[src/rtl/tapped_shift_buffer.sv]
// DEPTH-stage shift line with two combinational random-access taps, per-stage
// valid bits, a fill counter, a circular (rotate) mode and a synchronous clear.
module tapped_shift_buffer #(
  parameter int unsigned dataWidth = 16,
  parameter int unsigned depth     = 64,
  parameter int unsigned addrWidth = 6
) (
  input  logic                 clk,
  input  logic                 rst,
  input  logic                 shift,
  input  logic                 rotate,
  input  logic                 clear,
  input  logic [dataWidth-1:0] din,
  input  logic [addrWidth-1:0] addrA,
  input  logic [addrWidth-1:0] addrB,
  output logic [dataWidth-1:0] doutA,
  output logic [dataWidth-1:0] doutB,
  output logic                 validA,
  output logic                 validB,
  output logic [addrWidth:0]   count,
  output logic                 full
);

  localparam logic [addrWidth:0] DepthL = (addrWidth+1)'(depth);

  logic [dataWidth-1:0] stage_q [depth];
  logic [dataWidth-1:0] stage_d [depth];
  logic [depth-1:0]     valid_q, valid_d;
  logic [addrWidth:0]   count_q, count_d;
  logic                 v_in;

  always_comb begin
    stage_d = stage_q;
    valid_d = valid_q;
    count_d = count_q;
    v_in    = 1'b0;
    if (clear) begin
      for (int unsigned i = 0; i < depth; i++) begin
        stage_d[i] = '0;
      end
      valid_d = '0;
      count_d = '0;
    end else if (shift) begin
      for (int unsigned k = 1; k < depth; k++) begin
        stage_d[k] = stage_q[k-1];
      end
      if (rotate) begin
        stage_d[0] = stage_q[depth-1];
        v_in       = valid_q[depth-1];
      end else begin
        stage_d[0] = din;
        v_in       = 1'b1;
      end
      valid_d = {valid_q[depth-2:0], v_in};
      // count moves only when a new valid word enters and an empty stage leaves
      if (v_in && !valid_q[depth-1]) begin
        count_d = count_q + 1'b1;
      end
    end
  end

  always_ff @(posedge clk) begin
    if (rst) begin
      for (int unsigned i = 0; i < depth; i++) begin
        stage_q[i] <= '0;
      end
      valid_q <= '0;
      count_q <= '0;
    end else begin
      stage_q <= stage_d;
      valid_q <= valid_d;
      count_q <= count_d;
    end
  end

  // Out-of-range taps (non power-of-two depth) read as empty rather than aliasing
  always_comb begin
    doutA  = '0;
    validA = 1'b0;
    doutB  = '0;
    validB = 1'b0;
    if ({1'b0, addrA} < DepthL) begin
      doutA  = stage_q[addrA];
      validA = valid_q[addrA];
    end
    if ({1'b0, addrB} < DepthL) begin
      doutB  = stage_q[addrB];
      validB = valid_q[addrB];
    end
  end

  assign count = count_q;
  assign full  = (count_q == DepthL);

endmodule

[config.mk]
export PLATFORM = sky130hd
export DESIGN_NAME = tapped_shift_buffer
export DESIGN_NICKNAME = d
export VERILOG_FILES = /design/src/rtl/tapped_shift_buffer.sv
export SDC_FILE = /design/constraint.sdc
export NUM_CORES = 2
export LEC_CHECK = 0
export ABC_AREA = 1
export CAP_MARGIN = 20
export CORE_AREA = 2 2 367 369
export CTS_CLUSTER_SIZE = 8
export DETAILED_ROUTE_END_ITERATION = 8
export DIE_AREA = 0 0 369 371
export SLEW_MARGIN = 20
export SYNTH_ARGS = -nofsm -noshare
export SYNTH_HDL_FRONTEND = slang
export SYNTH_SLANG_ARGS = --single-unit
[constraint.sdc]
create_clock -name clk -period 3.64 [get_ports clk]
set_input_delay 0.728 -clock clk [delete_from_list [all_inputs] [get_ports clk]]
set_output_delay 0.728 -clock clk [all_outputs]
set_load 0.01 [all_outputs]
* Word-level counts from Yosys, hierarchy flattened *
Cells that the tools add are included.
Widths: inputs -> output; s select.

operators by class
  add/subtract/negate cells = 1
  magnitude comparators = 4
  equality and inequality tests = 1
  mux-type cells = 14
  bitwise operators = 2
  reductions and logical operators = 4

operators with widths
  operator             number
  $bmux 16 s6          2
  $mux 16              5
  $ge 7x7->1 const B   2
  $lt 6x7->1 const B   2
  $not 6->7            2
  $bmux 1 s6           2
  $add 7x1->7 const B  1
  $eq 7x7->1 const B   1
  $mux 1               5
  $reduce_and 2->1     1
  $reduce_or 2->1      1
  $logic_and 1x1->1    1
  $logic_not 1->1      1

storage, ports and cells
  flip-flop bits (word level) = 1095
  bits of input ports = 33

* Longest topological paths before layout *
  depth after elaboration = 5
  mapped depth = 13
  mapped depth without buffers = 9

* Worst setup path before layout *
No wires, ideal clock.

  kind = input-to-output
  start = input addrB[0]
  end = output doutB[10]
  arrival = 1822 ps
  required time = 2912 ps
  slack = 1090 ps
  cell stages on the path = 13
  path buffers = 4
  path through = buf_4 inv_4 buf_6 buf_8 buf_6 nand2_1 nand3_1 nand3_1 nand2_1 nand2_1 nand3_1 nand3_1 nand2_1

on the way
  longest elaborated chain between the ends = 4

RTL lines
  item                                         RTL line  RTL
  start, declared                              15        input logic [addrWidth-1:0] addrB,
  $not 6->7 (not written as such)              87        doutB = stage_q[addrB];
  $bmux 16 s6                                  87
  $mux 16 (not written as such) (2 in series)  87
  end, declared                                17        output logic [dataWidth-1:0] doutB,

No other way between the ends. The select of a mux whose other input is x is not followed.

* Worst setup path in the final report *
  start = input addrA[0]
  end = output doutA[14]

on the way
  longest elaborated chain between the ends = 4

RTL lines
  item                                         RTL line  RTL
  start, declared                              14        input logic [addrWidth-1:0] addrA,
  $not 6->7 (not written as such)              83        doutA = stage_q[addrA];
  $bmux 16 s6                                  83
  $mux 16 (not written as such) (2 in series)  83
  end, declared                                16        output logic [dataWidth-1:0] doutA,

No other way between the ends. The select of a mux whose other input is x is not followed.

==> impl_summary.log <==
[metrics] pin count of the biggest net entering global routing: roughly 160
[metrics] Total GRT Usage: 0.314
[metrics] WL per Instance: a little under 20 microns
[metrics] global-route wire length before repair: approximately 350000 microns
[metrics] length of the first detailed-routing pass in iterations: 7
[metrics] number of distinct library cells after synthesis: 25
[metrics] Max Freq: roughly 0.28 GHz
[metrics] worst clock skew on the final layout: 0.0289 ns
[metrics] Chip Width: 369 microns
[metrics] worst-margin pin slew: between 0.8 and 0.9 ns
[metrics] hold path startpoint: shift
[metrics] sum of overflow across all layers after global routing: 0
[metrics] Hold Path End: stage_q[335]$_SDFFE_PP0P_
[metrics] hold path cells: 3
[metrics] top_reg_cell synth: dfxtp_1
[metrics] number of top-level pins: 75
[metrics] final routed wirelength across all metal layers: approximately 220000 microns
[metrics] global placer's final weighted congestion: 0.887
[metrics] Layout Cell Area excl Fill: a little under 70000 sq um
[metrics] insertion delay to the later sink of the worst-skew pair: between 0.7 and 0.8 ns
[metrics] outcome: finished clean
[metrics] via count of the routed design: about 66000
[metrics] final setup vio count: 0
[metrics] number of synthesized register bits: between 1000 and 1500
[metrics] clock-pin transition on the worst setup and hold timing paths: roughly 0.050 ns
[metrics] data arrival at the endpoint of the critical path: ~2.9 ns
[metrics] total number of clock tree sinks: roughly 1100
[metrics] total number of H-tree levels: 4
[metrics] worst rel slew slack: 0.450
[metrics] Total Die Area: ~140000 sq um
[metrics] total DRC errors in the routed layout: 0
[metrics] maximum buffer depth of the clock tree: 3
[metrics] number of enable-type register cells in the synthesized netlist: 0
[metrics] number of CTS-inserted buffers: around 160
[metrics] type of the most critical hold path: primary input to flop
[metrics] number of max-cap violations: 0
[metrics] worst setup slack for register-to-register paths: around 2.1 ns
[metrics] r2r endpoint: count[6]$_SDFFE_PP0P_
[metrics] area of the core: between 100000 and 150000 sq um
[metrics] via count of the first global-routing pass: 60300
[metrics] Post-DP HPWL: roughly 130000 microns
[metrics] number of buffers inserted by port buffering: between 70 and 80
[metrics] largest area contributor in the synthesized netlist: dfxtp_1
[metrics] Net count, final: about 9700
[metrics] TritonCTS clock tree: built
[metrics] share of flip-flops with an asynchronous set or reset: 0
[metrics] Final Worst Setup Slack: 0.0426 ns
[metrics] Cells after Synth: 9864
[metrics] Post-Synthesis Mean Instance Area: 6.03 sq um
[metrics] antenna violations before repair: 6
[metrics] CP max FO: 36
[metrics] Die Y-Extent: between 300 and 400 microns
[metrics] reg-to-reg startpoint: valid_q[63]$_SDFFE_PP0P_
[metrics] quantity of hold-fixing buffers added after cts: 0
[metrics] leading cell types by total area after synthesis: dfxtp_1 37%, nand2_1 31%, nand3_1 16%, a21oi_1 9.1%, buf_2 2.8%
[metrics] drt first-iter violations: 8429
[metrics] RSZ-0062 raised after global routing: yes
[metrics] count of yosys warnings during synthesis: 0
[metrics] floorplan row count: 134
[metrics] total standard cell area after synthesis: slightly below 60000 sq um
[metrics] effective utilization at floorplan: 0.448
[metrics] post-detailed-route count of antenna-violating nets: 0
[metrics] portion of the post-synthesis area used by sequential elements: 0.368
[metrics] start-to-end type of the worst setup path: primary input to output pin
[metrics] post-layout power: slightly below 30 mW
[metrics] Max VDD drop: between 0.4 and 0.5 mV
[metrics] final standard cell count with taps included and fillers excluded: approximately 11000
[metrics] time the final worst path needs with I/O delays and setup: roughly 3.6 ns
[metrics] leading cell type by number of instances after synthesis: nand2_1
[metrics] share of layout cells above drive strength 1: 0.0613
[metrics] required time at the worst-slack endpoint: a little under 3 ns
[metrics] Place WS: -0.287 ns
[metrics] number of cells after detailed placement: 11200
[metrics] via-per-instance ratio: 5.78
[metrics] nature of the critical path startpoint: primary input
[metrics] leakage dissipation: 23.2 nW
[metrics] fin crit share: 0.988
[metrics] total nets after synthesis: slightly below 10000
[metrics] clock root buffer: clkbuf_16
[metrics] Placement Cell Area: ~64000 sq um
[metrics] areal power density over the cells: 423 nW/um^2
[metrics] path depth of the worst reg2reg path: 7
[metrics] max-slew violation total from the final report: 0
[metrics] leading post-synthesis cells by instance count: 4928 x nand2_1, 1855 x nand3_1, 1095 x dfxtp_1, 1077 x a21oi_1, 372 x clkbuf_1
[metrics] endpoint type of the worst setup path: output pin
[metrics] synthesis-to-layout area growth: 14.6%
[metrics] number of hold-slack violations in the final timing report: 0
[metrics] area share of the largest cell type after synthesis: 0.368
[cell families after synthesis]
group,Yosys count,synth area share
AOI/OAI and AO/OA,1102,0.0934
adders and majority gates,2,0.000420
buffers and inverters,873,0.0699
DFF,1095,0.368
and+or+nand+nor,6792,0.468
[per-stage QoR]
step | utilization | setup TNS, ns | hold slack, ns
after floorplan | - | 0 | 0.463
after global placement | 0.479 | -0.686 | 0.474
after detailed placement | 0.479 | -0.627 | 0.481
after CTS | 0.510 | -0.101 | 0.383
after global routing | 0.513 | -0.0594 | 0.417
final | 0.513 | 0 | 0.418
[state kept, by name, summed over array words and instances (netlist names)]
name     cells
stage_q   1024
valid_q     64
count        7
[power breakdown]
part | switching [mW] | internal [mW] | leakage (nW)
logic | 2.57 | 1.15 | 12.4
registers | 0.0117 | 12.0 | 8.82
clock network | 5.50 | 7.59 | 2.02
[how the worst max path moves through the flow]
stage          slack [ns]  startpoint        end
2_1_floorplan        1.09    addrB[0]  doutB[10]
3_3_place_gp        -0.30    addrA[0]   doutA[2]
3_5_place_dp        -0.29    addrA[0]   doutA[2]
4_1_cts             -0.10    addrA[0]   doutA[2]
5_1_grt             -0.02    addrA[0]   doutA[5]
6_report             0.04    addrA[0]  doutA[14]
[cells in the final DEF, fill, tap and decap left out, types with 2 or more instances in the layout]
cell type / n
o211ai_1: 16
inv_6: 9
clkinv_8: 4
dlymetal6s2s_1: 6
inv_2: 3
nand3_2: 15
buf_8: 4
clkinv_16: 4
nand2_4: 3
inv_1: 24
nand2_2: 6
dfxtp_1: 1095
ha_1: 2
buf_4: 173
buf_16: 12
clkbuf_16: 164
dlygate4sd2_1: 4
clkinv_2: 2
clkinv_1: 2
a21oi_1: 1077
o21ai_0: 7
buf_2: 2
buf_12: 175
nand3_1: 1841
inv_8: 3
nor2_1: 3
nand2_1: 4919
buf_6: 9
clkbuf_1: 7
clkdlybuf4s50_1: 51
[critical path, stage by stage]
cell,delay [ns]
buf_12,0.14
clkinv_16,0.14
buf_12,0.24
nand2_1,0.07
nand3_1,0.07
nand3_1,0.09
nand2_1,0.09
nand2_1,0.05
nand3_1,0.16
nand3_1,0.17
nand2_1,0.15
buf_4,0.19
clkdlybuf4s50_1,0.55
[final cells by class]
type                       instances  area [sq um]
inverter                          39           250
fill                           13300         64600
multi-input combinational       7896         33500
clock inverter                    13           186
antenna                            1          2.50
tap                             1768          2210
clock buffer                     164          3940
timing repair buffer             444          6120
sequential                      1095         21900
[timing repair]
item	4_1_cts	5_1_grt
cloned	0	8
setup buffers	0	1
gates resized for setup	14	46
endpoints found under the setup margin	8	23
[routing by layer]
metal,track usage,vias up,wire (microns)
li1,-,31500,-
met1,0.420,30900,93700
met2,0.497,3134,99700
met3,0.0556,544,20800
met4,0.131,6,8520
met5,0,-,41
No activity file was read; power rests on OpenSTA's default activity.
